$ cat src/rtl/dmem_arb_pkg.sv
// dmem_arb_pkg: requester IDs, priority and ownership encodings shared by the data-memory arbiter.
package dmem_arb_pkg;
   localparam logic REQ_CPU      = 1'b0;
   localparam logic REQ_IO       = 1'b1;
   localparam int   LOCK_MAX_DEF = 16;
   typedef enum logic {PRI0 = REQ_CPU, PRI1 = REQ_IO} prio_e;
   typedef enum logic [1:0] {OWN_NONE, OWN_CPU, OWN_IO} owner_e;
endpackage

$ cat src/rtl/dmem_arbiter_rr_pick2.sv
// rr_pick2: combinational two-way pick; a lone valid wins, a tie goes to the favoured side.
module rr_pick2
   import dmem_arb_pkg::*;
(
   input  logic  valid0,
   input  logic  valid1,
   input  prio_e prio,
   output logic  grant0,
   output logic  grant1
);
   assign grant0 = valid0 & (~valid1 | (prio == PRI0));
   assign grant1 = valid1 & (~valid0 | (prio == PRI1));
endmodule

$ cat src/rtl/dmem_arbiter.sv
// dmem_arbiter: round-robin arbiter of one 8-bit data memory between CPU (port 0) and I/O (port 1).
// Optional ownership locking is built when DMEM_ARB_LOCK_EN is defined.
module dmem_arbiter
   import dmem_arb_pkg::*;
#(
   parameter int ADDR_W = 8,
   parameter int DATA_W = 8
`ifdef DMEM_ARB_LOCK_EN
   , parameter int LOCK_MAX = LOCK_MAX_DEF
`endif
)(
   input  logic              clock,
   input  logic              reset_n,
   input  logic              req0_valid,
   input  logic              req0_we,
   input  logic [ADDR_W-1:0] req0_addr,
   input  logic [DATA_W-1:0] req0_wdata,
   output logic              req0_ready,
   output logic              req0_rvalid,
   output logic [DATA_W-1:0] req0_rdata,
   input  logic              req1_valid,
   input  logic              req1_we,
   input  logic [ADDR_W-1:0] req1_addr,
   input  logic [DATA_W-1:0] req1_wdata,
   output logic              req1_ready,
   output logic              req1_rvalid,
   output logic [DATA_W-1:0] req1_rdata,
`ifdef DMEM_ARB_LOCK_EN
   input  logic              req0_lock,
   input  logic              req1_lock,
`endif
   output logic              mem_leitura,
   output logic              mem_escrita,
   output logic [ADDR_W-1:0] mem_endereco,
   output logic [DATA_W-1:0] mem_entrada,
   input  logic [DATA_W-1:0] mem_saida
);
   prio_e r_prio, w_sel_prio, w_prio_nx;
   logic  w_p0, w_p1, w_g0, w_g1;

   rr_pick2 u_pick (
      .valid0 (req0_valid),
      .valid1 (req1_valid),
      .prio   (w_sel_prio),
      .grant0 (w_p0),
      .grant1 (w_p1)
   );

   // Grants are gated by reset so nothing reaches the memory while reset_n is low.
   assign w_g0         = w_p0 & reset_n;
   assign w_g1         = w_p1 & reset_n;
   assign req0_ready   = w_g0;
   assign req1_ready   = w_g1;
   assign mem_escrita  = w_g1 ? req1_we : (w_g0 & req0_we);
   assign mem_leitura  = w_g1 ? ~req1_we : (w_g0 & ~req0_we);
   assign mem_endereco = w_g1 ? req1_addr : (w_g0 ? req0_addr : '0);
   assign mem_entrada  = w_g1 ? req1_wdata : (w_g0 ? req0_wdata : '0);

`ifdef DMEM_ARB_LOCK_EN
   localparam logic [4:0] LOCK_LIM = 5'(LOCK_MAX);
   owner_e     r_owner, w_owner_nx;
   logic [4:0] r_cnt, w_cnt_nx, w_cnt_inc;
   logic       w_lock;

   assign w_sel_prio = (r_owner == OWN_IO) ? PRI1 : ((r_owner == OWN_CPU) ? PRI0 : r_prio);
   // The run length restarts whenever the locking requester differs from the current owner.
   assign w_cnt_inc  = (((r_owner == OWN_IO) & w_g1) | ((r_owner == OWN_CPU) & w_g0) ? r_cnt : 5'd0) + 5'd1;
   assign w_lock     = w_g1 ? req1_lock : (w_g0 & req0_lock);

   always_comb begin
      w_owner_nx = OWN_NONE;
      w_cnt_nx   = '0;
      w_prio_nx  = w_g0 ? PRI1 : (w_g1 ? PRI0 : r_prio);
      if (w_lock && w_cnt_inc != LOCK_LIM) begin
         w_owner_nx = w_g1 ? OWN_IO : OWN_CPU;
         w_cnt_nx   = w_cnt_inc;
         w_prio_nx  = r_prio;
      end
   end

   always_ff @(posedge clock or negedge reset_n) begin
      if (!reset_n) begin
         r_owner <= OWN_NONE;
         r_cnt   <= '0;
      end else begin
         r_owner <= w_owner_nx;
         r_cnt   <= w_cnt_nx;
      end
   end
`else
   assign w_sel_prio = r_prio;
   assign w_prio_nx  = w_g0 ? PRI1 : (w_g1 ? PRI0 : r_prio);
`endif

   always_ff @(posedge clock or negedge reset_n) begin
      if (!reset_n) begin
         r_prio      <= PRI0;
         req0_rvalid <= 1'b0;
         req1_rvalid <= 1'b0;
         req0_rdata  <= '0;
         req1_rdata  <= '0;
      end else begin
         r_prio      <= w_prio_nx;
         req0_rvalid <= w_g0 & ~req0_we;
         req1_rvalid <= w_g1 & ~req1_we;
         if (w_g0 & ~req0_we) req0_rdata <= mem_saida;
         if (w_g1 & ~req1_we) req1_rdata <= mem_saida;
      end
   end
endmodule

$ cat config.mk
export PLATFORM = sky130hd
export DESIGN_NAME = dmem_arbiter
export DESIGN_NICKNAME = d
export VERILOG_FILES = /design/src/rtl/dmem_arb_pkg.sv /design/src/rtl/dmem_arbiter_rr_pick2.sv /design/src/rtl/dmem_arbiter.sv
export SDC_FILE = /design/constraint.sdc
export NUM_CORES = 1
export LEC_CHECK = 0
export BUFFER_PORTS_ARGS = -buffer_cell sky130_fd_sc_hd__buf_2
export CORE_MARGIN = 2
export CORE_UTILIZATION = 37
export DETAILED_ROUTE_END_ITERATION = 7
export PLACE_DENSITY = 0.87
export SLEW_MARGIN = 20
export SYNTH_ARGS = -nofsm -noshare
export SYNTH_HDL_FRONTEND = slang
export SYNTH_SLANG_ARGS = --single-unit
$ cat constraint.sdc
create_clock -name clock -period 1.8 [get_ports clock]
set_input_delay 0.45 -clock clock [delete_from_list [all_inputs] [get_ports clock]]
set_output_delay 0.45 -clock clock [all_outputs]
set_load 0.05 [all_outputs]
==> impl_metrics.toml <==
[run_status]
outcome = "finished with violations"
violations = "setup timing"

[worst_setup_path]
arrival_ns = 1.47
cp_slowest_cell = "dfrtp_2"
endpoint_kind = "output port"
max_stage_delay_ns = 0.46
required_ns = 1.35
crit_fanout = 18
critPathKind = "reg2out"
rrSetupSlack_ns = 0.29
cp-start-kind = "flop"
crit_path_cell_trace = "inv_4, a21oi_4, buf_12, a22o_2, buf_6"

[place]
io_buffer_count = 83
place.gp.congestion = 0.632
preCtsSetupSlack_ns = -0.116
dp_hpwl_mm = 2.35
dpl-instance-area_um2 = 1490

[finish]
antenna_cells = 0
drive_gt1_frac = 0.816
fin_util = 0.712
filler_cell_count = 167
syn2layout_area_growth_pct = 84.2
nets = 210
final_cell_area_um2 = 1750

[logic_synthesis]
syn-cell-area_um2 = 948
synth_warnings = 0
syn_inst = 68
ys_types = 19
syn_nets = 114
seq_area_frac_synth = 0.501
synth_area_per_cell_um2 = 13.9
synth_edf_count = 0
synthTopCellsByArea = "dfrtp_1, a22o_1, mux2_4, mux2_2, a211oi_4"
yosys.area.top_type = "dfrtp_1"
netlist.area_leader.share = 0.501
synth_ff_type = "dfrtp_1"
synth_seq_cells = 19
ys_async_sr_fraction = 1.00

[sta]
hold_viol = 0
drv_slew = 0
rsz0062_at_grt = "true"
fin_crit_sh = 1.07
tightest_slew_ns = 0.259
fin_ws_ns = -0.123
period_minus_slack_ns = 1.92
slew_headroom = 0.829
fin_worst_skew_ns = 0.0116
max_freq_ghz = 0.520
setup_violations = 18

[floorplan]
dieArea_um2 = 2980
coreArea_um2 = 2450
die_h_um = 54.6
placementRows = 18
die_width_um = 54.6
boundaryPins = 84
initial_core_util = 0.386

[detailed_routing]
drt_iter0_drc = 7
wl_per_cell_um = 17.0
finalWirelength_mm = 3.28
first_pass_iters = 4
num_vias = 983
post-route-drc-count = 0
routed_via_density = 5.09
final_antenna_net_count = 0

[power_and_ir_drop]
finalPower_w = 0.00178
irDropWorstVdd_mv = 0.805
p_leak_nw = 0.927
p_per_area_nw_per_um2 = 1020

[job]
cap_viol_max_count = 0

[global_route]
grt_first_pass_wirelength_mm = 4.46
antenna_found_initial = 0
gr-usage-all-layers = 0.218
grt_max_degree = 19
grt_pass1_vias = 1006
grt_overflow_total = 0

[hold_path]
hold_class = "in2async"

[clock_network]
cts_buffer_depth = 2
cts_tree = "built"
clock-sinks = 19
clk_pin_slew_ns = 0.12
root_buffer = "clkbuf_4"
numCtsBuffers = 3
clock_latency_ns = 0.29
htreeDepth = 1
-- repair_timing --
| action | in CTS | in global routing |
|---|---|---|
| resized for setup | 55 | 2 |
| pin swaps | 14 | 3 |
| hold buffers | 0 | 0 |
| buffers inserted | 3 | 0 |
| setup endpoints to repair | 20 | 20 |
| gates cloned | 0 | 0 |
-- path summary, 6_finish.rpt --
path,end,start,cells after the start
max in group asynchronous,r_prio,reset_n,2
max reg2reg,req0_rdata[6],r_prio,4
max,mem_entrada[4],r_prio,5
min in group clock,req1_rdata[4],mem_saida[4],2
min reg2reg,req0_rdata[2],req0_rdata[2],1
min,req0_rvalid,reset_n,2
-- flip-flops by register name, indices dropped and copies added (netlist names) --
register,flops
req0_rvalid,1
r_prio,1
req0_rdata,8
req1_rvalid,1
req1_rdata,8
-- Yosys cell counts (2+ instances only) --
cell type / number
dfrtp_1: 19
mux2_2: 9
inv_1: 2
a22o_1: 16
mux2_4: 7
a21oi_2: 2
-- cells in the final DEF, fill, tap and decap left out, drive strengths merged --
| cell type | synthesis | final |
|---|---|---|
| a211oi | 2 | 2 |
| a21oi | 3 | 3 |
| clkbuf | 0 | 3 |
| mux2 | 16 | 16 |
| o21a | 1 | 1 |
| clkinvlp | 0 | 1 |
| inv | 3 | 3 |
| dfrtp | 19 | 19 |
| nand2 | 2 | 2 |
| and3 | 1 | 1 |
| buf | 3 | 94 |
| a22o | 16 | 16 |
| or2b | 1 | 1 |
| a211o | 1 | 1 |
-- critical path: cells and delay by family, from the launching register on --
kind / cells / cell delay (ns)
DFF: 1 / 0.46
buffers and inverters: 3 / 0.39
AOI/OAI and AO/OA: 2 / 0.34
-- cells by family (layout without fill, tap and decap cells) --
logic type | count (synthesis) | in the layout | synth area share
compound gates | 23 | 23 | 0.218
flops | 19 | 19 | 0.501
mux | 16 | 16 | 0.218
buf+inv | 6 | 101 | 0.0369
simple gates | 4 | 4 | 0.0264
-- stage by stage --
step | setup TNS, ns | hold slack, ns | cells
finish | -1.89 | 0.113 | 193
global route | -2.59 | 0.107 | 193
CTS | -1.66 | 0.106 | 193
detailed placement | -1.67 | 0.443 | 187
global placement | -0.454 | 0.432 | 187
floorplan | -0.847 | 0.154 | 68
-- where the power goes --
group	total, W	internal [W]	switching, W
registers	0.000580	0.000524	0.0000560
clock network	0.000216	0.0000844	0.000132
logic	0.000986	0.000341	0.000645
-- final cells by class --
class	count	area (um^2)	area share
Clock buffer	3	22.5	0.0129
Tap cell	30	37.5	0.0215
Multi-Input combinational cell	43	518	0.297
Inverter	3	13.8	0.00788
Sequential cell	19	477	0.273
Timing Repair Buffer	94	671	0.384
Clock inverter	1	7.51	0.00430
-- layer usage --
layer  share of wire  track usage
met5               0            0
met4          0.0082       0.0458
met3           0.069       0.0355
met2            0.59        0.470
met1            0.33        0.204
Note: power is estimated with default switching activity, not from simulation.
